### src/rtl/ascon_pack.sv
// Shared types and round primitives for the unrolled Ascon-style permutation.
// Word x0 sits at index 0 of type_state.
package ascon_pack;

    typedef logic [4:0][63:0] type_state;

    // Bit positions within the xor_up / xor_down mode fields
    localparam int XUP_DATA = 0;
    localparam int XUP_KEY  = 1;
    localparam int XDN_KEY  = 0;
    localparam int XDN_DSEP = 1;

    // Linear-layer right-rotation pairs, one pair per word
    localparam int ROT_A [5] = '{19, 61, 1, 10, 7};
    localparam int ROT_B [5] = '{28, 39, 6, 17, 41};

    function automatic logic [7:0] round_const(input logic [3:0] r);
        return {4'hF - r, r};
    endfunction

    function automatic logic [63:0] ror64(input logic [63:0] x, input int n);
        return (x >> n) | (x << (64 - n));
    endfunction

    function automatic type_state add_const(input type_state s, input logic [3:0] r);
        type_state o;
        o    = s;
        o[2] = s[2] ^ {56'h0, round_const(r)};
        return o;
    endfunction

    // Bitsliced 5-bit S-box applied to all 64 columns at once
    function automatic type_state sbox_layer(input type_state s);
        logic [63:0] x0, x1, x2, x3, x4, t0, t1, t2, t3, t4;
        type_state   o;
        x0 = s[0] ^ s[4];
        x4 = s[4] ^ s[3];
        x2 = s[2] ^ s[1];
        x1 = s[1];
        x3 = s[3];
        t0 = ~x0 & x1;
        t1 = ~x1 & x2;
        t2 = ~x2 & x3;
        t3 = ~x3 & x4;
        t4 = ~x4 & x0;
        x0 = x0 ^ t1;
        x1 = x1 ^ t2;
        x2 = x2 ^ t3;
        x3 = x3 ^ t4;
        x4 = x4 ^ t0;
        x1 = x1 ^ x0;
        x0 = x0 ^ x4;
        x3 = x3 ^ x2;
        x2 = ~x2;
        o[0] = x0;
        o[1] = x1;
        o[2] = x2;
        o[3] = x3;
        o[4] = x4;
        return o;
    endfunction

    function automatic type_state linear_layer(input type_state s);
        type_state o;
        for (int i = 0; i < 5; i++)
            o[i] = s[i] ^ ror64(s[i], ROT_A[i]) ^ ror64(s[i], ROT_B[i]);
        return o;
    endfunction

endpackage

### src/rtl/ascon_round.sv
// One permutation round: constant addition, S-box, linear layer. Purely combinational.
module ascon_round
    import ascon_pack::*;
(
    input  type_state  state_i,
    input  logic [3:0] round_i,
    output type_state  state_o
);

    assign state_o = linear_layer(sbox_layer(add_const(state_i, round_i)));

endmodule

### src/rtl/permutation_xor_unrolled.sv
// Permutation with input/output XOR stages; UNROLL rounds per enabled cycle,
// round counter r runs from MAX_ROUNDS-n up to MAX_ROUNDS.
module permutation_xor_unrolled
    import ascon_pack::*;
#(
    parameter int UNROLL     = 1,
    parameter int MAX_ROUNDS = 12
) (
    input  logic         clock_i,
    input  logic         resetb_i,
    input  logic         start_i,
    input  logic         enable_i,
    input  logic [3:0]   nrounds_i,
    input  type_state    state_i,
    input  logic [127:0] key_i,
    input  logic [63:0]  data_i,
    input  logic [1:0]   xor_up_i,
    input  logic [1:0]   xor_down_i,
    output type_state    state_o,
    output logic         busy_o,
    output logic         done_o
);

    type_state    state_q, state_d;
    logic [127:0] key_q, key_d;
    logic [1:0]   xdn_q, xdn_d;
    logic [3:0]   r_q, r_d;
    logic         busy_q, busy_d;
    logic         done_q, done_d;

    type_state [UNROLL:0] stage;
    type_state            fin;
    type_state            loaded;
    logic [3:0]           n_cl;
    logic                 last;

    assign stage[0] = state_q;

    // Stages whose round index would pass the end pass their input through
    for (genvar i = 0; i < UNROLL; i++) begin : g_stage
        logic [4:0] idx;
        type_state  rnd;
        assign idx = {1'b0, r_q} + 5'(i);
        ascon_round u_round (
            .state_i (stage[i]),
            .round_i (idx[3:0]),
            .state_o (rnd)
        );
        assign stage[i+1] = (idx < 5'(MAX_ROUNDS)) ? rnd : stage[i];
    end

    assign last = ({1'b0, r_q} + 5'(UNROLL)) >= 5'(MAX_ROUNDS);
    assign n_cl = (nrounds_i > 4'(MAX_ROUNDS)) ? 4'(MAX_ROUNDS) : nrounds_i;

    always_comb begin
        fin = stage[UNROLL];
        if (xdn_q[XDN_KEY]) begin
            fin[3] = fin[3] ^ key_q[127:64];
            fin[4] = fin[4] ^ key_q[63:0];
        end
        if (xdn_q[XDN_DSEP])
            fin[4][0] = ~fin[4][0];
    end

    always_comb begin
        loaded = state_i;
        if (xor_up_i[XUP_DATA])
            loaded[0] = loaded[0] ^ data_i;
        if (xor_up_i[XUP_KEY]) begin
            loaded[1] = loaded[1] ^ key_i[127:64];
            loaded[2] = loaded[2] ^ key_i[63:0];
        end
    end

    always_comb begin
        state_d = state_q;
        key_d   = key_q;
        xdn_d   = xdn_q;
        r_d     = r_q;
        busy_d  = busy_q;
        done_d  = done_q;
        if (enable_i) begin
            done_d = 1'b0;
            if (busy_q) begin
                if (last) begin
                    state_d = fin;
                    r_d     = 4'(MAX_ROUNDS);
                    busy_d  = 1'b0;
                    done_d  = 1'b1;
                end else begin
                    state_d = stage[UNROLL];
                    r_d     = r_q + 4'(UNROLL);
                end
            end else if (start_i) begin
                state_d = loaded;
                key_d   = key_i;
                xdn_d   = xor_down_i;
                r_d     = 4'(MAX_ROUNDS) - n_cl;
                busy_d  = 1'b1;
            end
        end
    end

    always_ff @(posedge clock_i or negedge resetb_i) begin
        if (!resetb_i) begin
            state_q <= '0;
            key_q   <= '0;
            xdn_q   <= '0;
            r_q     <= '0;
            busy_q  <= 1'b0;
            done_q  <= 1'b0;
        end else begin
            state_q <= state_d;
            key_q   <= key_d;
            xdn_q   <= xdn_d;
            r_q     <= r_d;
            busy_q  <= busy_d;
            done_q  <= done_d;
        end
    end

    assign state_o = state_q;
    assign busy_o  = busy_q;
    assign done_o  = done_q;

endmodule

### config.mk
export PLATFORM = sky130hd
export DESIGN_NAME = permutation_xor_unrolled
export DESIGN_NICKNAME = d
export VERILOG_FILES = /design/src/rtl/ascon_pack.sv /design/src/rtl/ascon_round.sv /design/src/rtl/permutation_xor_unrolled.sv
export SDC_FILE = /design/constraint.sdc
export NUM_CORES = 2
export LEC_CHECK = 0
export ABC_AREA = 1
export BUFFER_PORTS_ARGS = -buffer_cell sky130_fd_sc_hd__buf_2
export CELL_PAD_IN_SITES_DETAIL_PLACEMENT = 2
export CELL_PAD_IN_SITES_GLOBAL_PLACEMENT = 2
export CORE_ASPECT_RATIO = 0.6
export CORE_MARGIN = 5
export CORE_UTILIZATION = 32
export DETAILED_ROUTE_END_ITERATION = 8
export PLACE_DENSITY = 0.95
export SYNTH_ARGS = -nofsm -noshare
export SYNTH_HDL_FRONTEND = slang
export SYNTH_SLANG_ARGS = --single-unit
export TNS_END_PERCENT = 50
### constraint.sdc
create_clock -name clock_i -period 5.7 [get_ports clock_i]
set_clock_uncertainty 0.15 [all_clocks]
set_input_delay 0.855 -clock clock_i [delete_from_list [all_inputs] [get_ports clock_i]]
set_output_delay 0.855 -clock clock_i [all_outputs]
set_load 0.02 [all_outputs]
Word-level counts from Yosys, hierarchy flattened
Index checks and enable logic that the tools add are counted.
{"block": "totals", "word_cells": 87, "regBits": 456, "output_inout_bits": 322}
{"block": "classes", "reduce_logical": 3, "bitwise": 50, "order_cmp": 3, "addsub": 4, "mux": 17}
{"operator": "64-bit bitwise XOR", "count": 26}
{"operator": "320-bit 2-to-1 mux", "count": 4}
{"operator": "64-bit inverter", "count": 6}
{"operator": "64-bit bitwise AND", "count": 5}
{"operator": "128-bit 2-to-1 mux", "count": 2}
{"operator": "64-bit 2-to-1 mux", "count": 1}
{"operator": "23-bit by 64-bit bitwise OR with 64-bit output", "count": 1}
{"operator": "25-bit by 64-bit bitwise OR with 64-bit output", "count": 1}
{"operator": "3-bit by 64-bit bitwise OR with 64-bit output", "count": 1}
{"operator": "36-bit by 64-bit bitwise OR with 64-bit output", "count": 1}
{"operator": "45-bit by 64-bit bitwise OR with 64-bit output", "count": 1}
{"operator": "47-bit by 64-bit bitwise OR with 64-bit output", "count": 1}
{"operator": "54-bit by 64-bit bitwise OR with 64-bit output", "count": 1}
{"operator": "57-bit by 64-bit bitwise OR with 64-bit output", "count": 1}
{"operator": "58-bit by 64-bit bitwise OR with 64-bit output", "count": 1}
{"operator": "63-bit by 64-bit bitwise OR with 64-bit output", "count": 1}
{"operator": "64-bit by 8-bit bitwise XOR with 64-bit output", "count": 1}
{"operator": "4-bit 2-to-1 mux", "count": 4}
{"operator": "4-bit subtractor, first input constant", "count": 2}
{"operator": "1-bit 2-to-1 mux", "count": 6}
{"operator": "4-bit by 1-bit adder with 5-bit output, second input constant", "count": 1}
{"operator": "5-bit by 4-bit greater-or-equal comparator with 1-bit output, second input constant", "count": 1}
{"operator": "4-bit by 1-bit adder with 4-bit output, second input constant", "count": 1}
{"operator": "4-bit > comparator, second input constant", "count": 1}
{"operator": "5 further kinds", "count": 6}

Depth between registers and ports, before layout
{"block": "depth", "depth_word": 17, "ltp_mapped": 17, "depth_no_buf": 16}

Modules after synthesis
From an unflattened synthesis, not the netlist that was laid out.
{"block": "unflattened", "hier_cells": 8465, "hier_area_um2": 49189.7}
{"module": "permutation_xor_unrolled", "area_per_inst_um2": 28074.4, "instances": 1, "cells_each": 4124, "seq_area_each_um2": 11410.9}
{"module": "ascon_round", "area_per_inst_um2": 21115.3, "instances": 1, "cells_each": 4341, "seq_area_each_um2": 0.0}

Worst setup path before layout
No wires, ideal clock.
{"block": "synth_path", "path_type": "input -> register", "startpoint": "in enable_i", "endpoint": "reg state_q, in the netlist state_o[10]", "required_ps": 5473, "stages": 8, "setup_slack_ps": 3514, "arrival_ps": 1958, "cell_sequence": "nand2_1 nand2_1 nand2_2 inv_2 buf_2 clkbuf_1 nor2_1 a21oi_1"}
{"block": "synth_between", "elab_chain_len": 1}
{"element": "start, declared", "line": "permutation_xor_unrolled.sv:12", "source": "input logic enable_i,"}
{"element": "2-bit AND reduction (no line)"}
{"element": "end signal, assigned", "line": "permutation_xor_unrolled.sv:113", "source": "state_q <= state_d;"}
{"element": "end, declared", "line": "permutation_xor_unrolled.sv:24", "source": "type_state state_q, state_d;"}
Every way passes these cells.
A chain may end at the register's enable or synchronous reset.

Final worst setup path
{"block": "layout_path", "startpoint": "reg state_q, in the netlist state_o[34]", "endpoint": "reg state_q, in the netlist state_o[34]"}
{"block": "layout_between", "elab_chain_len": 10}
{"element": "64-bit bitwise XOR", "line": "ascon_pack.sv:36", "source": "x0 = s[0] ^ s[4];"}
{"element": "64-bit inverter", "line": "ascon_pack.sv:41", "source": "t0 = ~x0 & x1;"}
{"element": "64-bit bitwise AND", "line": "ascon_pack.sv:41"}
{"element": "64-bit bitwise XOR", "line": "ascon_pack.sv:50", "source": "x4 = x4 ^ t0;"}
{"element": "64-bit bitwise XOR", "line": "ascon_pack.sv:52", "source": "x0 = x0 ^ x4;"}
{"element": "64-bit bitwise XOR (2 in series)", "line": "ascon_pack.sv:66", "source": "o[i] = s[i] ^ ror64(s[i], ROT_A[i]) ^ ror64(s[i], ROT_B[i]);"}
{"element": "320-bit 2-to-1 mux *", "line": "permutation_xor_unrolled.sv:49", "source": "assign stage[i+1] = (idx < 5'(MAX_ROUNDS)) ? rnd : stage[i];"}
{"element": "320-bit 2-to-1 mux *", "line": "permutation_xor_unrolled.sv:85", "source": "if (last) begin"}
{"element": "320-bit 2-to-1 mux *", "line": "permutation_xor_unrolled.sv:84", "source": "if (busy_q) begin"}
Every way passes the cells marked *; elsewhere a longest branch is shown, timed or not.

==> results.json <==
{
  "status": "finished with violations",
  "violations": "DRC, capacitance limit, slew limit",
  "timing.rr.start": "state_o[34]$_DFFE_PN0P_",
  "setup_viol_count_final": 0,
  "pin_count": 846,
  "syn_to_final_growth_pct": 18.3,
  "yosys_warnings": 0,
  "post_drt_via_cell_ratio": 6.34,
  "cp_max_fo": 5,
  "die-area_sq_um": 160000,
  "first_global_vias": 73950,
  "cts_buffers": 55,
  "drt_iter0_drc": 8977,
  "syn_area_sq_um": 48700,
  "grt_max_degree": 135,
  "grt_pass1_wl_um": 569000,
  "tns_ps": 0,
  "syn_area_per_cell_sq_um": 5.71,
  "cp_num_buf_inv": 1,
  "port_buffers": 845,
  "synthCells": 8533,
  "fp.dieH_um": 312,
  "crit_top_cell": "nand2_1",
  "slew_violations": 9,
  "hold_viol": 0,
  "yosysSeqAreaShare": 0.234,
  "grt.total_usage": 0.495,
  "cap_violations": 3,
  "endpoint_kind": "flip-flop",
  "endpoint": "state_o[34]$_DFFE_PN0P_",
  "relSlewSlack": -0.0807,
  "postCtsSetupBuffers": 0,
  "final_common_cell": "nand2_1",
  "drive_above_1_share": 0.128,
  "synth_seq_cells": 456,
  "hp-class": "input pin to asynchronous set/reset pin",
  "slowest_stage": "xor2_1",
  "avgRoutedWirePerCell_um": 36.7,
  "start_kind": "flip-flop",
  "crit_family": "simple AND/OR/NAND/NOR gates",
  "ys_types": 34,
  "wl_um": 419000,
  "fillCellCount": 19137,
  "path_depth": 10,
  "cts_buffer_depth": 3,
  "final_cell_mix": "nand2_1 (3644), nand3_1 (1527), buf_2 (842), inv_1 (763), nor2_1 (507)",
  "fin_nets": 9945,
  "cts.sinks": 456,
  "required_ps": 6140,
  "ctsResizeCount": 0,
  "dp_hpwl_um": 341000,
  "gp_congestion": 1.12,
  "reg2reg_to": "state_o[34]$_DFFE_PN0P_",
  "path_class": "flip-flop to flip-flop",
  "coreArea_sq_um": 151000,
  "die_width_um": 514,
  "post-route-min-period_ps": 3980,
  "grt_antenna_before_repair": 107,
  "cts_root_buf": "clkbuf_16",
  "cp_cell_sequence": "inv_1 > nand2_1 > nand2_1 > nand2_1 > nand2_1 > xor2_1 > nand2_1 > nand3_1 > nand3_1 > a21oi_1",
  "grt_overflow": 0,
  "rrSetupSlack_ps": 1720,
  "hold_buffers": 0,
  "multi_input_area_sq_um": 33300,
  "syn_nets": 9188,
  "worstMarginPinSlew_ps": 1610,
  "rsz0062_at_grt": "false",
  "htree_levels": 2,
  "post-route-period-util": 0.698,
  "initial_core_util": 0.323,
  "drc": 3,
  "arrival_ps": 4420,
  "fmax_ghz": 0.251,
  "rows": 110,
  "dr.pass1.iters": 9,
  "cts_tree": "yes",
  "ant_nets": 0,
  "crit_start": "state_o[34]$_DFFE_PN0P_",
  "max_stage_delay_ps": 1130,
  "worstSkewPairLatency_ps": 710,
  "cts.clk_slew.worst_paths_ps": 80,
  "seqCellArea_sq_um": 11400,
  "reg2regPathDepth": 10,
  "vias": 72304
}
-- worst min path at each step --
| stage | end | slack (ps) | cells after the start |
|---|---|---|---|
| final | key_q[3]$_DFFE_PN0P_ | 60 | 1 |
| after global routing | key_q[3]$_DFFE_PN0P_ | 90 | 1 |
| after CTS | key_q[3]$_DFFE_PN0P_ | 60 | 1 |
| after detailed placement | state_o[195]$_DFFE_PN0P_ | 360 | 2 |
| after global placement | state_o[198]$_DFFE_PN0P_ | 340 | 2 |
| after floorplan | key_q[0]$_DFFE_PN0P_ | 350 | 2 |
-- synthesized netlist by cell type --
cell | count | area (sq um)
nand2_1 | 3645 | 13700
nand3_1 | 1527 | 7640
inv_1 | 764 | 2870
nor2_1 | 509 | 1910
dfrtp_1 | 456 | 11400
clkbuf_1 | 207 | 777
xor2_1 | 202 | 1770
o21ai_0 | 195 | 976
a31oi_1 | 181 | 1130
a21oi_1 | 163 | 816
ha_1 | 131 | 1640
xnor2_1 | 123 | 1080
a21o_1 | 117 | 878
or2_2 | 65 | 407
nand3b_1 | 63 | 473
a22oi_1 | 53 | 398
buf_2 | 33 | 165
inv_2 | 25 | 93.8
nor2_4 | 22 | 248
buf_1 | 21 | 78.8
nor2_2 | 8 | 50.1
o31ai_1 | 4 | 30.0
and3_1 | 3 | 18.8
buf_12 | 2 | 40.0
buf_6 | 2 | 22.5
mux2_2 | 2 | 22.5
nand2_2 | 2 | 12.5
o21ai_1 | 2 | 10.0
buf_4 | 1 | 7.51
clkinv_1 | 1 | 3.75
nand2_4 | 1 | 11.3
nand3_2 | 1 | 10.0
o221ai_1 | 1 | 8.76
o22ai_1 | 1 | 6.26
-- final cells by class --
class / count / area share
multi-input cells: 7021 / 0.578
diodes: 60 / 0.00261
inverters: 790 / 0.0519
repair buffers: 966 / 0.0928
well taps: 2016 / 0.0438
flip-flops and latches: 456 / 0.198
clock buffers: 71 / 0.0276
clock inverters: 30 / 0.00552
-- layer usage --
metal,part of all wire,global-route usage,up-vias,wire length [um]
met5,0.0037,0.0211,-,1540
met4,0.070,0.284,80,29500
met3,0.14,0.230,1618,57600
met2,0.41,0.728,5211,172000
met1,0.38,0.593,36378,159000
li1,-,-,29017,-
-- registers in the layout, summed over array words and instances, names as in the netlist --
signal and count:
key_q 128, done_o 1, state_o 320, busy_o 1, r_q 4, xdn_q 2
-- cell families after synthesis --
kind of cell / synth area share
flops: 0.234
xor+xnor: 0.0585
compound gates: 0.0874
simple gates: 0.502
buf+inv: 0.0833
fa+ha+maj: 0.0337
mux: 0.000462
-- metrics by stage --
stage,hold WS [ps],worst slack [ps],cells,util,area (sq um)
finish,60.4,1720,11410,0.383,57600
global route,91.6,1890,11360,0.382,57500
CTS,58.8,2120,11350,0.382,57500
detailed placement,363,1730,11249,0.369,55600
global placement,336,2000,11249,0.369,55600
floorplan,345,3510,8533,-,48700
Power is left out: the tool's default activity adds up to more than one toggle a clock period on the data nets, which glitch-free logic cannot reach.
